===== src/rtl/stream_demux_1_to_4_if.sv =====
// Stream bundle for the 1:4 demux: one producer-side stream in,
// four consumer-side streams and their delivered-beat counters out.
interface stream_demux_1_to_4_if #(
    parameter int WIDTH   = 32,
    parameter int COUNT_W = 16
);
    logic [WIDTH-1:0]   i_data;
    logic [1:0]         i_sel;
    logic               i_valid;
    logic               o_ready;
    logic [WIDTH-1:0]   o_data0;
    logic [WIDTH-1:0]   o_data1;
    logic [WIDTH-1:0]   o_data2;
    logic [WIDTH-1:0]   o_data3;
    logic [3:0]         o_valid;
    logic [3:0]         i_ready;
    logic [COUNT_W-1:0] o_count0;
    logic [COUNT_W-1:0] o_count1;
    logic [COUNT_W-1:0] o_count2;
    logic [COUNT_W-1:0] o_count3;

    modport master (
        output i_data, i_sel, i_valid, i_ready,
        input  o_ready, o_valid,
        input  o_data0, o_data1, o_data2, o_data3,
        input  o_count0, o_count1, o_count2, o_count3
    );

    modport slave (
        input  i_data, i_sel, i_valid, i_ready,
        output o_ready, o_valid,
        output o_data0, o_data1, o_data2, o_data3,
        output o_count0, o_count1, o_count2, o_count3
    );
endinterface


===== src/rtl/stream_demux_1_to_4.sv =====
// 1:4 valid/ready stream demux with a 2-entry FIFO and a
// wrapping delivered-beat counter on every output channel.
module stream_demux_1_to_4 #(
    parameter int WIDTH   = 32,
    parameter int COUNT_W = 16
) (
    input logic               i_clk,
    input logic               i_rst_n,
    stream_demux_1_to_4_if.slave bus
);
    logic [WIDTH-1:0]   head_q [4];
    logic [WIDTH-1:0]   head_d [4];
    logic [WIDTH-1:0]   tail_q [4];
    logic [WIDTH-1:0]   tail_d [4];
    logic [1:0]         fill_q [4];
    logic [1:0]         fill_d [4];
    logic [COUNT_W-1:0] cnt_q  [4];
    logic [COUNT_W-1:0] cnt_d  [4];
    logic [3:0]         full;
    logic [3:0]         push;
    logic [3:0]         pop;
    logic               ready;

    always_comb begin
        for (int k = 0; k < 4; k++) begin
            full[k] = (fill_q[k] == 2'd2);
        end
    end

    // Full check only: no same-cycle bypass when the channel is draining.
    assign ready = i_rst_n & ~full[bus.i_sel];
    assign bus.o_ready = ready;

    always_comb begin
        for (int k = 0; k < 4; k++) begin
            push[k] = bus.i_valid & ready & (bus.i_sel == 2'(k));
            pop[k]  = (fill_q[k] != 2'd0) & bus.i_ready[k];
        end
    end

    always_comb begin
        for (int k = 0; k < 4; k++) begin
            head_d[k] = head_q[k];
            tail_d[k] = tail_q[k];
            fill_d[k] = fill_q[k];
            cnt_d[k]  = cnt_q[k];
            unique case ({push[k], pop[k]})
                2'b10: begin
                    if (fill_q[k] == 2'd0) begin
                        head_d[k] = bus.i_data;
                        fill_d[k] = 2'd1;
                    end else begin
                        tail_d[k] = bus.i_data;
                        fill_d[k] = 2'd2;
                    end
                end
                2'b01: begin
                    // Head keeps its value when the FIFO drains empty.
                    if (fill_q[k] == 2'd2) begin
                        head_d[k] = tail_q[k];
                    end
                    fill_d[k] = fill_q[k] - 2'd1;
                    cnt_d[k]  = cnt_q[k] + 1'b1;
                end
                2'b11: begin
                    head_d[k] = bus.i_data;
                    cnt_d[k]  = cnt_q[k] + 1'b1;
                end
                default: ;
            endcase
        end
    end

    always_ff @(posedge i_clk) begin
        if (!i_rst_n) begin
            for (int k = 0; k < 4; k++) begin
                head_q[k] <= '0;
                tail_q[k] <= '0;
                fill_q[k] <= 2'd0;
                cnt_q[k]  <= '0;
            end
        end else begin
            for (int k = 0; k < 4; k++) begin
                head_q[k] <= head_d[k];
                tail_q[k] <= tail_d[k];
                fill_q[k] <= fill_d[k];
                cnt_q[k]  <= cnt_d[k];
            end
        end
    end

    always_comb begin
        for (int k = 0; k < 4; k++) begin
            bus.o_valid[k] = (fill_q[k] != 2'd0);
        end
    end

    assign bus.o_data0  = head_q[0];
    assign bus.o_data1  = head_q[1];
    assign bus.o_data2  = head_q[2];
    assign bus.o_data3  = head_q[3];
    assign bus.o_count0 = cnt_q[0];
    assign bus.o_count1 = cnt_q[1];
    assign bus.o_count2 = cnt_q[2];
    assign bus.o_count3 = cnt_q[3];
endmodule


===== src/flat_wrapper.sv =====
// flat-port wrapper written by rule: the top's interface ports become plain ports
module stream_demux_1_to_4_flat 
#(
    parameter int WIDTH   = 32,
    parameter int COUNT_W = 16
)
  (i_clk, i_rst_n, bus_i_data, bus_i_sel, bus_i_valid, bus_i_ready, bus_o_ready, bus_o_valid, bus_o_data0, bus_o_data1, bus_o_data2, bus_o_data3, bus_o_count0, bus_o_count1, bus_o_count2, bus_o_count3);
  stream_demux_1_to_4_if #(.WIDTH(WIDTH), .COUNT_W(COUNT_W)) bus_i ();
  input logic i_clk;
  input logic i_rst_n;
  input wire logic [$bits(bus_i.i_data)-1:0] bus_i_data;
  input wire logic [$bits(bus_i.i_sel)-1:0] bus_i_sel;
  input wire logic [$bits(bus_i.i_valid)-1:0] bus_i_valid;
  input wire logic [$bits(bus_i.i_ready)-1:0] bus_i_ready;
  output wire logic [$bits(bus_i.o_ready)-1:0] bus_o_ready;
  output wire logic [$bits(bus_i.o_valid)-1:0] bus_o_valid;
  output wire logic [$bits(bus_i.o_data0)-1:0] bus_o_data0;
  output wire logic [$bits(bus_i.o_data1)-1:0] bus_o_data1;
  output wire logic [$bits(bus_i.o_data2)-1:0] bus_o_data2;
  output wire logic [$bits(bus_i.o_data3)-1:0] bus_o_data3;
  output wire logic [$bits(bus_i.o_count0)-1:0] bus_o_count0;
  output wire logic [$bits(bus_i.o_count1)-1:0] bus_o_count1;
  output wire logic [$bits(bus_i.o_count2)-1:0] bus_o_count2;
  output wire logic [$bits(bus_i.o_count3)-1:0] bus_o_count3;
  assign bus_i.i_data = bus_i_data;
  assign bus_i.i_sel = bus_i_sel;
  assign bus_i.i_valid = bus_i_valid;
  assign bus_i.i_ready = bus_i_ready;
  assign bus_o_ready = bus_i.o_ready;
  assign bus_o_valid = bus_i.o_valid;
  assign bus_o_data0 = bus_i.o_data0;
  assign bus_o_data1 = bus_i.o_data1;
  assign bus_o_data2 = bus_i.o_data2;
  assign bus_o_data3 = bus_i.o_data3;
  assign bus_o_count0 = bus_i.o_count0;
  assign bus_o_count1 = bus_i.o_count1;
  assign bus_o_count2 = bus_i.o_count2;
  assign bus_o_count3 = bus_i.o_count3;
  stream_demux_1_to_4 #(.WIDTH(WIDTH), .COUNT_W(COUNT_W)) u_core (.i_clk(i_clk), .i_rst_n(i_rst_n), .bus(bus_i));
endmodule

===== config.mk =====
export PLATFORM = sky130hd
export DESIGN_NAME = stream_demux_1_to_4_flat
export DESIGN_NICKNAME = d
export VERILOG_FILES = /design/src/rtl/stream_demux_1_to_4_if.sv /design/src/rtl/stream_demux_1_to_4.sv /design/src/flat_wrapper.sv
export SDC_FILE = /design/constraint.sdc
export NUM_CORES = 1
export LEC_CHECK = 0
export BUFFER_PORTS_ARGS = -buffer_cell sky130_fd_sc_hd__clkbuf_2
export CORE_MARGIN = 1
export CORE_UTILIZATION = 45
export DETAILED_ROUTE_END_ITERATION = 8
export HOLD_SLACK_MARGIN = 0.05
export PLACE_DENSITY_LB_ADDON = 0.15
export SLEW_MARGIN = 20
export SYNTH_ARGS = -nofsm -noshare
export SYNTH_HDL_FRONTEND = slang
export SYNTH_SLANG_ARGS = --single-unit

===== constraint.sdc =====
create_clock -name i_clk -period 3.2 [get_ports i_clk]
set_input_delay 0.16 -clock i_clk [delete_from_list [all_inputs] [get_ports i_clk]]
set_output_delay 0.16 -clock i_clk [all_outputs]
set_load 0.01 [all_outputs]

==> results.md, run 1 <==
- Cell taking the most area after synthesis: dfxtp_1
- # fillers: 2770
- Async SR Flop Fraction: 0
- # hold bufs at CTS: 34
- Critical path endpoint category: register
- Clock H-tree levels: 2
- CORE AREA: 29800 um^2
- Critical Path RT: ~3.6 ns
- Main area contributors after synthesis: dfxtp_1 48%, mux2i_1 10%, nand2_1 7.6%
- Post-Syn Area: roughly 14000 um^2
- Main synth FF type: dfxtp_1
- CTS tree: done
- Critical path, cell by cell: inv_1 -> ha_1 -> nor2b_1 -> inv_1 -> ha_1 -> nand2_1 -> buf_4 -> nand2_1 -> a21oi_1
- Max Fclk: between 300 and 400 MHz
- IR Drop Worst-Case VDD: between 400 and 500 uV
- Fin crit period: around 2.6 ns
- DP Worst Slack: 0.610 ns
- Synth top cells by count: 328 x dfxtp_1, 276 x nand2_1, 179 x nor2_1
- Final #Nets: 1848
- Post_cts resized: 0
- Pwr/cell area: 607 nW/um^2
- DRC Markers: 0
- Worst slew pin tran: 0.699 ns
- IO Pins: 238
- Detailed-route vias per instance: 5.19
- Setup tns final: 0 ns
- Slowest CP cell: nand2_1
- Leakage: 0.00613 uW
- Crit-path max cell delay: 0.46 ns
- Startpoint Class: register
- Max-cap violations: 0
- Netlist cell types: 42
- Yosys reg bits: between 300 and 400
- Setup ws final: 0.566 ns
- Die Y-Extent: 176 um
- Slew HR: 0.534
- Unrepaired setup endpoints after global routing: false
- Placed Instances: ~2.1k
- TritonCTS buffer count: 38
- Avg WL per Cell: roughly 16 um
- HP Class: input pin to register
- Number of diodes: 0
- Root Driver: clkbuf_16
- Worst-skew pair later-pin latency: 0.52 ns
- Final setup vio count: 0
- Global route overflow: 0
- Non-Filler Instances: 2202
- Most common cell in the netlist: dfxtp_1
- Synthesis-to-layout area growth: 22.3%
- Arr. time, crit path: 3.08 ns
- Skew final: 0.0138 ns
- Drt total wl: 35800 um
- Max-slew violation count: 0
- Largest net degree at the start of global routing: 115
- CTS sink cnt: 328
- Yosys top cell area share: 0.480
- Detailed Routing Iterations Pass 1: 5
- CP Max Fanout: 19
- Tot GR Track Use: 0.227
- Vias in the first global route: 10.5k
- Initial Util: 0.459
- Worst Path Buf+Inv: 3
- Kind of critical path: register to register
- Layout cell share with drive strength beyond 1: 0.195
- Net Count, Synth: 1647
- Synth Area per Inst: 8.65 um^2
- Synth Instances: 1582
- DRT antenna net count: 0
- Final number of hold-violating endpoints: 0
- Die area: 31100 um^2
- Crit share post-route: 0.823
- Routability congestion estimate: 0.787
- First-pass GRT wire length: 56500 um
- Total setup buffers inserted after CTS: 0
- Status: completed
- Critical path's top delay family: simple AND/OR/NAND/NOR gates
- Initial antenna violation count: 0
- Seq/Total Area, Yosys: 0.480
- Die width: 176 um
- Longest Clk Path Bufs: 3
- DR vias: 11.4k
- Port-buffer cells: about 240
- Post-synth EDFFs: 0
- Reg clk slew, reported paths: 0.06 ns
- Synth Warn #: 0
- Row Count: between 60 and 70
- First DRT Iteration DRCs: ~670
- DP HPWL: 23300 um
==> worst min-delay path, delay by kind of cell <==
family / cells / cell delay, ns
xor gates and xnor gates: 1 / 0.06
buffers and inverters: 1 / 0.11
and+or+nand+nor: 3 / 0.35
==> power breakdown <==
part           internal [uW]  switching (uW)  total [uW]  leakage (uW)
logic                    539             824        1360       0.00284
registers               4310             137        4450       0.00266
clock network           2680            1660        4340      0.000630
==> layout make-up <==
cell class	count	area [um^2]	area share
Clock buffer	60	1170	0.0702
Clock inverter	9	101	0.00606
Multi-Input combinational cell	1082	6490	0.388
Timing Repair Buffer	302	1780	0.107
Inverter	31	124	0.00741
Sequential cell	328	6570	0.393
Tap cell	390	488	0.0292
==> routing by layer <==
layer,GRT usage,vias to the layer above,wire (um),share of wire
met3,0.0411,49,1940,0.054
met5,0,-,0,0
li1,-,5812,-,-
met4,0.0568,0,634,0.018
met1,0.309,5299,16700,0.47
met2,0.369,268,16500,0.46
==> kinds of logic after synthesis <==
logic type	share of synthesized area
xor gates and xnor gates	0.0269
buffers and inverters	0.0487
muxes	0.103
AOI/OAI and AO/OA	0.135
and+or+nand+nor	0.185
adders and majority gates	0.0220
DFF	0.480
==> layout by cell type (no fill, tap or decap), types with 12 or more instances in the layout <==
| cell | instances |
|---|---|
| nand4_1 | 18 |
| ha_1 | 20 |
| buf_4 | 29 |
| clkbuf_8 | 12 |
| nor2b_1 | 12 |
| a211oi_1 | 128 |
| nand2_1 | 276 |
| or3_1 | 13 |
| nor2_1 | 179 |
| a21oi_1 | 156 |
| dfxtp_1 | 328 |
| o21ai_0 | 17 |
| mux2i_1 | 138 |
| inv_1 | 30 |
| clkbuf_16 | 39 |
| nand3_1 | 16 |
| xnor2_1 | 25 |
| clkbuf_2 | 237 |
| dlygate4sd3_1 | 34 |
| xor2_1 | 17 |
==> metrics by stage <==
stage | instance area (um^2) | util | total power, uW | hold WS (ns)
floorplan | 13700 | - | 5380 | 0.393
global placement | 15100 | 0.507 | 5850 | 0.441
detailed placement | 15100 | 0.507 | 5870 | 0.447
CTS | 16700 | 0.561 | 10300 | 0.202
global route | 16700 | 0.561 | 10600 | 0.235
finish | 16700 | 0.561 | 10200 | 0.216
==> final timing paths <==
| path | start | endpoint | slack [ns] | cells after the start |
|---|---|---|---|---|
| worst min register to register | u_core.tail_q[1][18] | u_core.tail_q[1][18] | 0.45 | 2 |
| worst max-delay path | u_core.fill_q[0][0] | u_core.tail_q[0][3] | 0.57 | 9 |
| worst max register to register | u_core.fill_q[0][0] | u_core.tail_q[0][3] | 0.57 | 9 |
| worst min-delay path | bus_i_ready[1] | u_core.cnt_q[0][23] | 0.22 | 5 |
==> flip-flops by register name, summed over array words and instances, names as in the netlist <==
name / count
u_core.tail_q: 128
u_core.fill_q: 8
u_core.head_q: 128
u_core.cnt_q: 64
Power figures use the tool's default switching activity.
==> inputs of run 2 (changes only) <==
Settings changed: ABC_AREA from default to 1.
Clock period 3.2 ns to 2.2 ns, I/O delays scaled along.
==> run 2 against run 1 <==
- the flow now finishes with violations (negative setup slack)
- final cell count rose by 18%
- worst setup slack worse by 0.80 ns
- sequential share of layout area decreased by 4.3 points
- critical path type unchanged
- largest cell class unchanged
==> results.md, run 2 <==
- Yosys reg bits: 328 (unchanged)
- Final setup vio count: 256 (+256)
- DRT antenna net count: 0 (unchanged)
- Seq/Total Area, Yosys: 0.469 (-0.0109)
- Max-slew violation count: 0 (unchanged)
- Fin crit period: 2.43 ns (-0.204 ns)
- Cell taking the most area after synthesis: dfxtp_1
- Critical Path RT: 2.61 ns (-1.03 ns)
- Worst-skew pair later-pin latency: 0.53 ns (about the same)
- Slew HR: 0.278 (-0.256)
- IO Pins: 238 (unchanged)
- CP Max Fanout: 10 (-9)
- Critical path, cell by cell: inv_2 -> ha_4 -> nand3_2 -> nand2_2 -> nor3_4 -> nand2_4 -> buf_4 -> nor3_4 -> ha_2 -> nand2_1 -> inv_2 -> nor2_4 -> o21ai_4 -> buf_6 -> buf_6 -> buf_16 -> a21oi_1
- IR Drop Worst-Case VDD: 689 uV (+39%)
- Top Metal Used: met4
- Clock H-tree levels: 2 (unchanged)
- Status: finished with violations
- Setup ws final: -0.231 ns (-0.796 ns)
- Unrepaired setup endpoints after global routing: true
- Pwr/cell area: 937 nW/um^2 (+54%)
- Final #Nets: 2245 (+21%)
- DRC Markers: 0 (unchanged)
- Slowest CP cell: dfxtp_2
- R2R cell count: 17 (+8)
- Die Y-Extent: 178 um (+1.1%)
- Synth Area per Inst: 7.42 um^2 (-14%)
- Longest Clk Path Bufs: 3 (unchanged)
- Root Driver: clkbuf_16
- Most frequent cells in the layout: 324 x dfxtp_1, 278 x o21ai_0, 267 x nand2_1, 256 x a21oi_1, 236 x clkbuf_2
- Failing checks: negative setup slack
- Layout cell share with drive strength beyond 1: 0.248 (+0.0536)
- Die area: 31800 um^2 (+2.3%)
- First-pass GRT wire length: 63100 um (+12%)
- Max-cap violations: 0 (unchanged)
- Main synth FF type: dfxtp_1
- Post-Route Hold Slack: 0.0735 ns (-0.143 ns)
- Critical path endpoint category: register
- Crit path from: u_core.fill_q[1][0]
- FF-to-FF setup slack: -0.23 ns (-0.80 ns)
- Worst slew pin tran: 1.08 ns (+0.383 ns)
- Startpoint Class: register
- Reg clk slew, reported paths: 0.06 ns (about the same)
- Synth top cells by count: 328 x dfxtp_1, 295 x o21ai_0, 287 x nand2_1
- Top flop regs: u_core.head_q: 128 flops, u_core.tail_q: 128 flops, u_core.cnt_q: 64 flops
- Routability congestion estimate: 0.819 (+4.0%)
- Post-synth EDFFs: 0 (unchanged)
- Die width: 178 um (+1.1%)
- TritonCTS buffer count: 37 (-2.6%)
- Placed Instances: 2455 (+17%)
- HP Class: input pin to register
- Crit-path max cell delay: 0.34 ns (-0.12 ns)
- Net Count, Synth: 1953 (+19%)
- Final number of hold-violating endpoints: 0 (unchanged)
- Origin of the critical flop-to-flop path: u_core.fill_q[1][0]
- Met3 wire length: 2970 um (+53%)
- Initial Util: 0.458 (-0.00148)
- Initial antenna violation count: 2 (+2)
- # fillers: 2773 (+0.11%)
- Crit share post-route: 1.10 (+0.282)
- Tot GR Track Use: 0.248 (+0.0218)
- Netlist cell types: 32 (-24%)
- Vias in the first global route: 12.0k (+15%)
- Leakage: 0.00776 uW (+27%)
- Drt total wl: 43200 um (+21%)
- Async SR Flop Fraction: 0 (unchanged)
- Routed met2 length: 20000 um (+21%)
- Largest net degree at the start of global routing: 283 (+150%)
- Wire length on met1: 19000 um (+14%)
- Main area contributors after synthesis: dfxtp_1 47%, o21ai_0 11%, a21oi_1 10%
- Most common cell after layout, fill and taps aside: dfxtp_1
- Global route overflow: 0 (unchanged)
- Arr. time, crit path: 2.84 ns (-0.24 ns)
- CTS tree: done
- Yosys top cell area share: 0.469 (-0.0109)
- First DRT Iteration DRCs: 1070 (+60%)
- Non-Filler Instances: 2604 (+18%)
- Skew final: 0.0344 ns (+0.0206 ns)
- CORE AREA: 30600 um^2 (+2.7%)
- Reg-to-Reg End: u_core.head_q[1][2]
- Synth Instances: 1888 (+19%)
- CTS sink cnt: 328 (unchanged)
- Kind of critical path: register to register
- Avg WL per Cell: 16.6 um (+2.1%)
- Port-buffer cells: 237 (unchanged)
- DR vias: 13.7k (+20%)
- Setup crit end: u_core.head_q[1][2]
- Post-Syn Area: 14000 um^2 (+2.3%)
- Synthesis-to-layout area growth: 34.4%
- Most common cell in the netlist: dfxtp_1
- Synth Warn #: 0 (unchanged)
- Max Fclk: 411 MHz (+8.4%)
- Detailed-route vias per instance: 5.27 (+1.5%)
- Detailed Routing Iterations Pass 1: 6 (+1)
- Row Count: 64 (+1.6%)
- DP HPWL: 25300 um (+8.2%)
==> run 2: cell types whose count changed after synthesis, sizes merged, moves of 25 or more <==
cell,change
o21ai,+366
inv,+193
mux2i,-138
a211oi,-128
a21oi,+128
nor2,-64
nand3,+47
xnor2,-25
==> run 2: critical path: cells and delay by family (launching register included) <==
| kind | cells | cell delay (ns) |
|---|---|---|
| buf+inv | 6 | 0.72 |
| compound gates | 2 | 0.16 |
| fa+ha+maj | 2 | 0.35 |
| flops | 1 | 0.34 |
| simple gates | 7 | 0.73 |
==> run 2: logic make-up (layout without fill, tap and decap cells) <==
group,count (synthesis),in the layout,synth area share
compound gates,678,678,0.247
xor+xnor,5,5,0.00313
fa+ha+maj,24,24,0.0214
simple gates,509,509,0.158
buf+inv,344,662,0.101
flops,328,328,0.469
other cells,0,2,0
==> run 2: layer usage <==
layer / GRT usage / vias to the layer above
li1: - / 6824
met1: 0.328 / 6374
met2: 0.406 / 436
met3: 0.0507 / 80
met4: 0.0749 / 0
met5: 0 / -
==> run 2: per-stage QoR <==
step                      power [uW]   util  setup WS, ns  cell area (um^2)  TNS, ns
after floorplan                 8910      -       -0.0116             14000   -0.255
after global placement         10100  0.515        -0.167             15800    -8.14
after detailed placement       10200  0.515        -0.246             15800   -18.77
after CTS                      17200  0.589       -0.0829             18000    -2.99
after global routing           18400  0.615        -0.336             18800   -61.71
final                          17600  0.615        -0.231             18800   -30.48
==> run 2: power breakdown <==
part | switching, uW | internal (uW)
Sequential | 356 | 6510
Combinational | 2430 | 1860
Clock | 2480 | 3990
==> run 2: repair_timing <==
action	4_1_cts	5_1_grt
endpoints found under the setup margin	180	261
hold buffers	31	0
pin swaps	5	29
hold endpoints to repair	104	0
resized for setup	59	122
buffers inserted	16	12
gates cloned	12	19
==> run 2: how the worst min path moves through the flow <==
stage | from | end | slack, ns | cells past startpoint
3_5_place_dp | u_core.head_q[1][7] | u_core.head_q[1][7] | 0.44 | 2
2_1_floorplan | bus_i_data[0] | u_core.tail_q[0][0] | 0.33 | 2
6_report | bus_i_data[4] | u_core.tail_q[0][4] | 0.07 | 3
5_1_grt | bus_i_data[3] | u_core.tail_q[1][3] | 0.07 | 3
3_3_place_gp | u_core.head_q[2][7] | u_core.head_q[2][7] | 0.43 | 2
4_1_cts | bus_i_data[4] | u_core.tail_q[0][4] | 0.06 | 3
==> run 2: area by class of cell <==
cell class                      instances  area [um^2]  share of cell area
Sequential cell                       328         6570               0.349
Tap cell                              396          495              0.0263
Multi-Input combinational cell       1216         6550               0.348
Antenna cell                            2         5.00            0.000266
Clock inverter                         13          201              0.0107
Clock buffer                           52         1070              0.0571
Timing Repair Buffer                  373         3060               0.163
Inverter                              224          851              0.0452
